--- src/rtl/l2_arb_pkg.sv ---
// Shared types for the L2 port arbiter: FSM states, requester ids and
// operation encoding.
package l2_arb_pkg;

    typedef enum logic [1:0] {
        IDLE,
        BUSY,
        DONE
    } state_t;

    localparam logic REQ0 = 1'b0;
    localparam logic REQ1 = 1'b1;

    typedef enum logic {
        OP_READ,
        OP_WRITE
    } op_t;

endpackage

--- src/rtl/l2_port_arbiter_if.sv ---
// Bundle of requester-side and memory-side signals of the L2 port arbiter.
// The slave modport is the arbiter's view; master is the clients/memory view.
interface l2_port_arbiter_if #(
    parameter int DATA_WIDTH = 32,
    parameter int ADDR_WIDTH = 32
) ();

    logic [ADDR_WIDTH-1:0] r0_addr;
    logic [DATA_WIDTH-1:0] r0_wdata;
    logic                  r0_read;
    logic                  r0_write;
    logic [DATA_WIDTH-1:0] r0_rdata;
    logic                  r0_ready;

    logic [ADDR_WIDTH-1:0] r1_addr;
    logic [DATA_WIDTH-1:0] r1_wdata;
    logic                  r1_read;
    logic                  r1_write;
    logic [DATA_WIDTH-1:0] r1_rdata;
    logic                  r1_ready;

    logic [ADDR_WIDTH-1:0] mem_addr;
    logic [DATA_WIDTH-1:0] mem_data_out;
    logic [DATA_WIDTH-1:0] mem_data_in;
    logic                  mem_read;
    logic                  mem_write;
    logic                  mem_ready;

    modport slave (
        input  r0_addr, r0_wdata, r0_read, r0_write,
        output r0_rdata, r0_ready,
        input  r1_addr, r1_wdata, r1_read, r1_write,
        output r1_rdata, r1_ready,
        output mem_addr, mem_data_out, mem_read, mem_write,
        input  mem_data_in, mem_ready
    );

    modport master (
        output r0_addr, r0_wdata, r0_read, r0_write,
        input  r0_rdata, r0_ready,
        output r1_addr, r1_wdata, r1_read, r1_write,
        input  r1_rdata, r1_ready,
        input  mem_addr, mem_data_out, mem_read, mem_write,
        output mem_data_in, mem_ready
    );

endinterface

--- src/rtl/l2_arb_pick.sv ---
// Combinational winner selection for the two-requester arbiter.
// Optional macro L2_ARB_FIXED_PRIORITY_EN: requester 0 always wins a tie
// (last is then ignored); otherwise ties go to the requester that did not
// win most recently.
module l2_arb_pick
    import l2_arb_pkg::*;
(
    input  logic req0,
    input  logic req1,
    input  logic last,
    output logic grant,
    output logic win
);

    // Pick a winner among the active requesters.
    always_comb begin
        grant = req0 | req1;
        win   = REQ0;
        if (req0 && req1) begin
`ifdef L2_ARB_FIXED_PRIORITY_EN
            win = REQ0;
`else
            win = ~last;
`endif
        end else if (req1) begin
            win = REQ1;
        end
    end

endmodule

--- src/rtl/l2_port_arbiter.sv ---
// Shares one downstream memory port between two upstream requesters.
// Requests are granted one at a time, forwarded with registered strobes,
// and completed with a one-cycle ready pulse plus captured read data.
// Optional macro L2_ARB_FIXED_PRIORITY_EN (applied in l2_arb_pick) selects
// fixed priority for requester 0 instead of round-robin.
module l2_port_arbiter
    import l2_arb_pkg::*;
#(
    parameter int DATA_WIDTH = 32,
    parameter int ADDR_WIDTH = 32
) (
    input logic              clk,
    input logic              rst,
    l2_port_arbiter_if.slave bus
);

    state_t state;
    state_t state_next;

    logic                  last;
    logic                  win_q;
    logic [ADDR_WIDTH-1:0] addr_q;
    logic [DATA_WIDTH-1:0] wdata_q;
    logic                  mem_read_q;
    logic                  mem_write_q;
    logic                  r0_ready_q;
    logic                  r1_ready_q;
    logic [DATA_WIDTH-1:0] r0_rdata_q;
    logic [DATA_WIDTH-1:0] r1_rdata_q;

    logic req0;
    logic req1;
    logic grant;
    logic win;
    logic load;
    logic finish;
    op_t  op_sel;

    assign req0 = bus.r0_read | bus.r0_write;
    assign req1 = bus.r1_read | bus.r1_write;

    l2_arb_pick u_pick (
        .req0  (req0),
        .req1  (req1),
        .last  (last),
        .grant (grant),
        .win   (win)
    );

    // Write takes precedence when a requester raises read and write together.
    always_comb begin
        op_sel = OP_READ;
        if ((win == REQ1) ? bus.r1_write : bus.r0_write) begin
            op_sel = OP_WRITE;
        end
    end

    // Next-state logic and one-cycle load/finish strobes for the datapath.
    always_comb begin
        state_next = state;
        load       = 1'b0;
        finish     = 1'b0;
        unique case (state)
            IDLE: begin
                if (grant) begin
                    load       = 1'b1;
                    state_next = BUSY;
                end
            end
            BUSY: begin
                if (bus.mem_ready) begin
                    finish     = 1'b1;
                    state_next = DONE;
                end
            end
            DONE:    state_next = IDLE;
            default: state_next = IDLE;
        endcase
    end

    // State register.
    always_ff @(posedge clk) begin
        if (rst) begin
            state <= IDLE;
        end else begin
            state <= state_next;
        end
    end

    // Request latching, downstream strobes, read data capture and ready pulses.
    always_ff @(posedge clk) begin
        if (rst) begin
            last        <= REQ1;
            win_q       <= REQ0;
            addr_q      <= '0;
            wdata_q     <= '0;
            mem_read_q  <= 1'b0;
            mem_write_q <= 1'b0;
            r0_ready_q  <= 1'b0;
            r1_ready_q  <= 1'b0;
            r0_rdata_q  <= '0;
            r1_rdata_q  <= '0;
        end else begin
            r0_ready_q <= 1'b0;
            r1_ready_q <= 1'b0;
            if (load) begin
                win_q       <= win;
                last        <= win;
                addr_q      <= (win == REQ1) ? bus.r1_addr : bus.r0_addr;
                wdata_q     <= (win == REQ1) ? bus.r1_wdata : bus.r0_wdata;
                mem_write_q <= (op_sel == OP_WRITE);
                mem_read_q  <= (op_sel == OP_READ);
            end
            if (finish) begin
                mem_read_q  <= 1'b0;
                mem_write_q <= 1'b0;
                if (win_q == REQ1) begin
                    r1_rdata_q <= bus.mem_data_in;
                    r1_ready_q <= 1'b1;
                end else begin
                    r0_rdata_q <= bus.mem_data_in;
                    r0_ready_q <= 1'b1;
                end
            end
        end
    end

    assign bus.mem_addr     = addr_q;
    assign bus.mem_data_out = wdata_q;
    assign bus.mem_read     = mem_read_q;
    assign bus.mem_write    = mem_write_q;
    assign bus.r0_ready     = r0_ready_q;
    assign bus.r1_ready     = r1_ready_q;
    assign bus.r0_rdata     = r0_rdata_q;
    assign bus.r1_rdata     = r1_rdata_q;

endmodule

--- src/flat_wrapper.sv ---
// flat-port wrapper written by rule: the top's interface ports become plain ports
module l2_port_arbiter_flat import l2_arb_pkg::*;
#(
    parameter int DATA_WIDTH = 32,
    parameter int ADDR_WIDTH = 32
)
  (clk, rst, bus_r0_addr, bus_r0_wdata, bus_r0_read, bus_r0_write, bus_r0_rdata, bus_r0_ready, bus_r1_addr, bus_r1_wdata, bus_r1_read, bus_r1_write, bus_r1_rdata, bus_r1_ready, bus_mem_addr, bus_mem_data_out, bus_mem_read, bus_mem_write, bus_mem_data_in, bus_mem_ready);
  l2_port_arbiter_if #(.DATA_WIDTH(DATA_WIDTH), .ADDR_WIDTH(ADDR_WIDTH)) bus_i ();
  input logic clk;
  input logic rst;
  input wire logic [$bits(bus_i.r0_addr)-1:0] bus_r0_addr;
  input wire logic [$bits(bus_i.r0_wdata)-1:0] bus_r0_wdata;
  input wire logic [$bits(bus_i.r0_read)-1:0] bus_r0_read;
  input wire logic [$bits(bus_i.r0_write)-1:0] bus_r0_write;
  output wire logic [$bits(bus_i.r0_rdata)-1:0] bus_r0_rdata;
  output wire logic [$bits(bus_i.r0_ready)-1:0] bus_r0_ready;
  input wire logic [$bits(bus_i.r1_addr)-1:0] bus_r1_addr;
  input wire logic [$bits(bus_i.r1_wdata)-1:0] bus_r1_wdata;
  input wire logic [$bits(bus_i.r1_read)-1:0] bus_r1_read;
  input wire logic [$bits(bus_i.r1_write)-1:0] bus_r1_write;
  output wire logic [$bits(bus_i.r1_rdata)-1:0] bus_r1_rdata;
  output wire logic [$bits(bus_i.r1_ready)-1:0] bus_r1_ready;
  output wire logic [$bits(bus_i.mem_addr)-1:0] bus_mem_addr;
  output wire logic [$bits(bus_i.mem_data_out)-1:0] bus_mem_data_out;
  output wire logic [$bits(bus_i.mem_read)-1:0] bus_mem_read;
  output wire logic [$bits(bus_i.mem_write)-1:0] bus_mem_write;
  input wire logic [$bits(bus_i.mem_data_in)-1:0] bus_mem_data_in;
  input wire logic [$bits(bus_i.mem_ready)-1:0] bus_mem_ready;
  assign bus_i.r0_addr = bus_r0_addr;
  assign bus_i.r0_wdata = bus_r0_wdata;
  assign bus_i.r0_read = bus_r0_read;
  assign bus_i.r0_write = bus_r0_write;
  assign bus_r0_rdata = bus_i.r0_rdata;
  assign bus_r0_ready = bus_i.r0_ready;
  assign bus_i.r1_addr = bus_r1_addr;
  assign bus_i.r1_wdata = bus_r1_wdata;
  assign bus_i.r1_read = bus_r1_read;
  assign bus_i.r1_write = bus_r1_write;
  assign bus_r1_rdata = bus_i.r1_rdata;
  assign bus_r1_ready = bus_i.r1_ready;
  assign bus_mem_addr = bus_i.mem_addr;
  assign bus_mem_data_out = bus_i.mem_data_out;
  assign bus_mem_read = bus_i.mem_read;
  assign bus_mem_write = bus_i.mem_write;
  assign bus_i.mem_data_in = bus_mem_data_in;
  assign bus_i.mem_ready = bus_mem_ready;
  l2_port_arbiter #(.DATA_WIDTH(DATA_WIDTH), .ADDR_WIDTH(ADDR_WIDTH)) u_core (.clk(clk), .rst(rst), .bus(bus_i));
endmodule
--- config.mk ---
export PLATFORM = sky130hd
export DESIGN_NAME = l2_port_arbiter_flat
export DESIGN_NICKNAME = d
export VERILOG_FILES = /design/src/rtl/l2_arb_pkg.sv /design/src/rtl/l2_port_arbiter_if.sv /design/src/rtl/l2_arb_pick.sv /design/src/rtl/l2_port_arbiter.sv /design/src/flat_wrapper.sv
export SDC_FILE = /design/constraint.sdc
export NUM_CORES = 1
export LEC_CHECK = 0
export CORE_MARGIN = 2
export CORE_UTILIZATION = 25
export DETAILED_ROUTE_END_ITERATION = 12
export DONT_BUFFER_PORTS = 1
export GPL_TIMING_DRIVEN = 0
export SETUP_SLACK_MARGIN = 0.1
export SYNTH_ARGS = -nofsm -noshare
export SYNTH_HDL_FRONTEND = slang
export SYNTH_SLANG_ARGS = --single-unit
--- constraint.sdc ---
create_clock -name clk -period 1.6 [get_ports clk]
set_input_delay 0.32 -clock clk [delete_from_list [all_inputs] [get_ports clk]]
set_output_delay 0.32 -clock clk [all_outputs]
set_load 0.005 [all_outputs]
## Word level (Yosys, flattened, before mapping)

Index checks and enable logic that the tools add are counted.

| operators by class | value |
|---|---|
| equal/unequal tests | 3 |
| muxes and demuxes | 15 |
| bitwise operators | 7 |
| reduce and logical (&&, ||, !) cells | 7 |

Operator list:

| kind | count |
|---|---|
| 2-to-1 mux 32 bit | 2 |
| 2-to-1 mux 1 bit | 10 |
| AND reduction 2 bit | 3 |
| 2-to-1 mux 2 bit | 2 |
| inverter 1 bit | 4 |
| case mux 2 bit (2 select lines) | 1 |
| OR reduction 2 bit | 2 |
| OR 1 bit | 3 |
| == test 2 x 1 -> 1 bit (second input constant) | 1 |
| logical NOT 2 bit | 1 |
| inequality test 2 x 1 -> 1 bit (second input constant) | 1 |
| inequality test 2 bit (second input constant) | 1 |
| logical AND 1 bit | 1 |

| word-level totals | value |
|---|---|
| register bits after elaboration | 136 |
| bits of input ports | 167 |
| output and inout port bits | 132 |
| word-level logic and storage cells | 43 |

## Longest topological paths before layout

Gate-level depths: netlist of run 1.

| logic depth | value |
|---|---|
| word-level depth | 6 |
| depth in mapped cells | 6 |
| gate-level depth less buffers | 4 |

## Modules after synthesis

A second synthesis of run 1 with hierarchy kept.

| unflattened totals | value |
|---|---|
| cells, all modules | 601 |
| area total of the unflattened synthesis | 5484.0 µm² |

Modules (own cells, without submodules):

| module | instances | cells each | area an instance (µm²) | seq. area each (µm²) |
|---|---|---|---|---|
| l2_port_arbiter | 1 | 599 | 5470.2 | 2722.6 |
| l2_arb_pick | 1 | 2 | 13.8 | 0.0 |

## Least setup slack after synthesis of run 1

No wires, ideal clock.

| timing | value |
|---|---|
| path type | in2reg |
| start point | input port bus_r0_write |
| end point | register u_core.mem_read_q, in the netlist u_core.bus.mem_read |
| setup time | 0.116 ns |
| data arrival time | 1.340 ns |
| required time | 1.484 ns |
| slack | 0.143 ns |
| cell stages on the path | 6 |
| path buffers | 2 |
| cells stage by stage | nor2_1 -> a211o_1 -> buf_6 -> buf_6 -> a311o_1 -> o211a_1 |

| on the way | value |
|---|---|
| cells in the longest elaborated chain, start to end | 6 |
| elaborated cells between the ends (all ways) | 9 |
| those cells by class | mux (5); bitwise (3); reduce/logical (1) |

RTL lines:

| element | line | text |
|---|---|---|
| start: declaration | flat_wrapper.sv:14 | `input wire logic [$bits(bus_i.r0_write)-1:0] bus_r0_write;` |
| OR 1 bit | l2_port_arbiter.sv:39 | `assign req0 = bus.r0_read \| bus.r0_write;` |
| logical AND 1 bit | l2_arb_pick.sv:19 | `if (req0 && req1) begin` |
| 2-to-1 mux 1 bit | l2_arb_pick.sv:19 |  |
| 2-to-1 mux 1 bit (2 in a row) | l2_port_arbiter.sv:53 | `if ((win == REQ1) ? bus.r1_write : bus.r0_write) begin` |
| inverter 1 bit | l2_port_arbiter.sv:112 | `mem_read_q <= (op_sel == OP_READ);` |
| end signal: assignment | l2_port_arbiter.sv:112 |  |
| end: declaration | l2_port_arbiter.sv:24 | `logic mem_read_q;` |

Several ways; a longest one is shown, not always the timed one.
A chain may end at the register's enable or synchronous reset.

## Final worst setup path of run 1

| timing | value |
|---|---|
| start point | register u_core.state[1] |
| end point | register u_core.mem_read_q, in the netlist u_core.bus.mem_read |

| on the way | value |
|---|---|
| cells in the longest elaborated chain, start to end | 3 |
| elaborated cells between the ends (all ways) | 5 |
| those cells by class | eq/ne (1); mux (2); reduce/logical (2) |

RTL lines:

| element | line | text |
|---|---|---|
| start: declaration | l2_port_arbiter.sv:17 | `state_t state;` |
| start signal: assignment | l2_port_arbiter.sv:86 | `state <= state_next;` |
| == test 2 x 1 -> 1 bit | l2_port_arbiter.sv:63 | `unique case (state)` |
| 2-to-1 mux 1 bit | l2_port_arbiter.sv:63 |  |
| OR reduction 2 bit (no source line) | - |  |

Several ways; a longest one is shown, not always the timed one.

==> impl_metrics.tcl, run 1 <==
set metrics [dict create \
    r2r_end "u_core.bus.mem_read$_SDFFE_PP0P_" \
    synth-simple-area-share 0.2007 \
    swShare 0.2932 \
    setup_tns_ns 0 \
    seq_power_share 0.426 \
    grt_pass1_vias 4733 \
    fin_crit_ns 1.484 \
    fin_hold_ws_ns 0.03384 \
    p_sw_mw 2.692 \
    syn_to_final_growth_pct 21.60 \
    rr_startpoint "u_core.state[1]$_SDFFE_PP0P_" \
    final_area_um2 6375 \
    critPathArrivalTime_ns 1.79 \
    min_path_cells 2 \
    p_comb_frac 0.128 \
    vias 4722 \
    dieArea_um2 22140 \
    grt_max_degree 17 \
    critPathMaxStageDelay_ns 0.36 \
    htree_levels 4 \
    antenna_found_initial 0 \
    synthCells 673 \
    n_antenna_cell 0 \
    p_int_mw 6.488 \
    portBuffers 0 \
    ys.warnings.count 0 \
    antenna_left 0 \
    crit_type "flip-flop to flip-flop" \
    synth_area_um2 5243 \
    synth_xor_area_frac 0 \
    gp_congestion 0.8144 \
    numCtsBuffers 17 \
    cp_slowest_cell "dfxtp_2" \
    ys_ff_latch 136 \
    clock_path_buffers 2 \
    wl_per_cell_um 18.73 \
    rsz0062_at_grt "yes" \
    clkPwrFrac 0.445 \
    core_um2 20430 \
    ys_types 22 \
    grt_pass1_wl_um 27050 \
    nNetsFinal 861 \
    syn_nets 840 \
    drt-vias-per-instance 4.833 \
    cts_tree "built" \
    reg2reg_depth 5 \
    grt-ovfl-total 0 \
    fin_crit_sh 0.9276 \
    power_mw 9.180 \
    fp.dieH_um 148.8 \
    worst_clock_skew_ns 0.009710 \
    firstDrtPassIters 4 \
    min_to "u_core.bus.r0_rdata[14]$_SDFFE_PP0P_" \
    max_freq_mhz 673.8 \
    placed_area_um2 5580 \
    synth_top_family_by_area "compound AO/OA/AOI/OAI gates" \
    setup_viol 0 \
    path_clk_slew_ns 0.07 \
    synth.mux.area_fraction 0 \
    path_max_fanout 10 \
    status "finished clean" \
    synth_area_per_cell_um2 7.790 \
    min_path_type "input pin to flip-flop" \
    drc 0 \
    cts_root_buffer "clkbuf_16" \
    hold_viol_final 0 \
    synth_compound_area_frac 0.2305 \
    start_util 0.2566 \
    tightest_slew_ns 0.6062 \
    cp-start-kind "flip-flop" \
    drv_cap 0 \
    power.density_nw_per_um2 1440 \
    synth_fa_ha_area_frac 0 \
    end_kind "flip-flop" \
    ir_drop_mv 0.6070 \
    layout-drive-gt1-share 0.1315 \
    crit_chain "a211o_1, buf_6, buf_6, a311o_1, o211a_1" \
    ys_seq_area_frac 0.5193 \
    relSlewSlack 0.5958 \
    final_util 0.3120 \
    clock-sinks 136 \
    rrSetupSlack_ns 0.12 \
    crit_top_cell "buf_6" \
    clk_latency_ns 0.41 \
    fp.dieW_um 148.8 \
    worstHoldStart "bus_mem_data_in[14]" \
    rows 52 \
    cp_data_required_time_ns 1.91 \
    ios 299 \
    leakage_nw 2.397 \
    dr.first_iter.drc_count 212 \
    place_hpwl_um 13830 \
    slew_viol_final 0 \
    grt_use_total 0.1614 \
    routed_wl_um 18300 \
]
==> cell usage after synthesis <==
library cell,count,share of area
a211o_1,1,0.0017
nor2b_1,1,0.0012
dfxtp_1,136,0.52
o21ai_0,3,0.0029
buf_6,2,0.0043
inv_1,1,0.00072
a21boi_2,1,0.0021
nand3b_1,1,0.0014
o211a_1,1,0.0019
and3b_1,1,0.0017
nor2_1,71,0.051
buf_2,18,0.017
a21oi_1,132,0.13
or3b_2,1,0.0017
and2_1,1,0.0012
nand2b_1,2,0.0024
a311o_1,1,0.0019
buf_1,2,0.0014
a211oi_2,1,0.0024
a211oi_1,64,0.092
clkbuf_1,36,0.026
nand2_1,196,0.14
==> metal layers <==
| metal | part of all wire | track usage |
|---|---|---|
| met4 | 0.018 | 0.05143 |
| met1 | 0.38 | 0.1753 |
| met2 | 0.48 | 0.2769 |
| met5 | 0 | 0 |
| met3 | 0.12 | 0.07859 |
==> power by group through the flow <==
stage          Sequential, mW  Clock, mW  Combinational [mW]
3_5_place_dp             3.99          0                1.09
5_1_grt                  3.95       4.37                1.33
2_1_floorplan            3.90          0               0.810
6_report                 3.91       4.09                1.18
3_3_place_gp             3.99          0                1.07
4_1_cts                  3.92       4.18                1.14
==> worst max path at each step <==
stage                                 startpoint                                       end  cells past startpoint
floorplan                           bus_r0_write          u_core.bus.mem_read$_SDFFE_PP0P_                      6
global placement                             rst      u_core.bus.r1_rdata[21]$_SDFFE_PP0P_                      4
detailed placement                           rst      u_core.bus.r0_rdata[30]$_SDFFE_PP0P_                      4
CTS                     u_core.last$_SDFFE_PP1P_  u_core.bus.mem_data_out[14]$_SDFFE_PP0P_                      6
global route            u_core.last$_SDFFE_PP1P_      u_core.bus.mem_addr[21]$_SDFFE_PP0P_                      6
finish              u_core.state[1]$_SDFFE_PP0P_          u_core.bus.mem_read$_SDFFE_PP0P_                      5
==> cell type report <==
cell class	count	area, um2
fillers	2212	14050
flip-flops and latches	136	2728
multi-input cells	478	2305
clock buffers	17	425.4
plain buffers	58	384.1
well taps	270	337.8
clock inverters	15	176.4
repair buffers	2	15.01
inverters	1	3.754
==> stage by stage <==
step / instances / worst slack (ns)
6_report: 977 / 0.1158
5_1_grt: 977 / 0.05195
4_1_cts: 976 / 0.1010
3_5_place_dp: 943 / -0.6309
3_3_place_gp: 943 / -0.6408
2_1_floorplan: 673 / 0.1433
==> flip-flops by register name (all words and copies together) (netlist names) <==
name,cells
u_core.bus.mem_addr,32
u_core.bus.mem_data_out,32
u_core.bus.mem_read,1
u_core.bus.mem_write,1
u_core.bus.r0_rdata,32
u_core.bus.r0_ready,1
u_core.bus.r1_rdata,32
u_core.bus.r1_ready,1
u_core.last,1
u_core.state,2
u_core.win_q,1
==> worst max-delay path: cells and delay by family, from the launching register on <==
family	cells	cell delay, ns
AOI/OAI and AO/OA	3	0.71
DFF	1	0.36
buffers and inverters	2	0.30
==> kinds of logic (layout without fill, tap and decap cells) <==
kind of cell | after synthesis | count (layout)
and+or+nand+nor | 274 | 274
DFF | 136 | 136
buffers and inverters | 59 | 93
AOI/OAI and AO/OA | 204 | 204
==> cell usage in the layout (no fill, tap or decap) <==
master	count
a211o_1	1
a211oi_1	58
a211oi_2	6
a211oi_4	1
a21boi_2	1
a21oi_1	132
a311o_1	1
and2_1	1
and3b_2	1
buf_1	2
buf_2	1
buf_4	17
buf_6	10
bufinv_16	2
clkbuf_1	11
clkbuf_16	17
clkbuf_2	15
clkbuf_4	4
clkinv_2	1
clkinv_4	1
clkinvlp_4	1
dfxtp_1	134
dfxtp_2	1
dfxtp_4	1
inv_1	1
inv_6	7
inv_8	3
nand2_1	196
nand2b_1	2
nand3b_1	1
nor2_1	70
nor2_2	1
nor2b_2	1
o211a_1	1
o21ai_0	3
or3b_2	1
==> timing repair <==
| item | CTS | global route |
|---|---|---|
| buffers inserted | 1 | 1 |
| gates resized for setup | 47 | 46 |
| hold buffers | 0 | 0 |
| endpoints found under the setup margin | 129 | 92 |
| pin swaps | 1 | 2 |
No activity file was read; power rests on OpenSTA's default activity.
==> run 2: changes to the inputs <==
RECOVER_POWER = 25   (was unset)
==> results of run 2 <==
No change in the layout: final DEF, timing and power equal those of run 1.
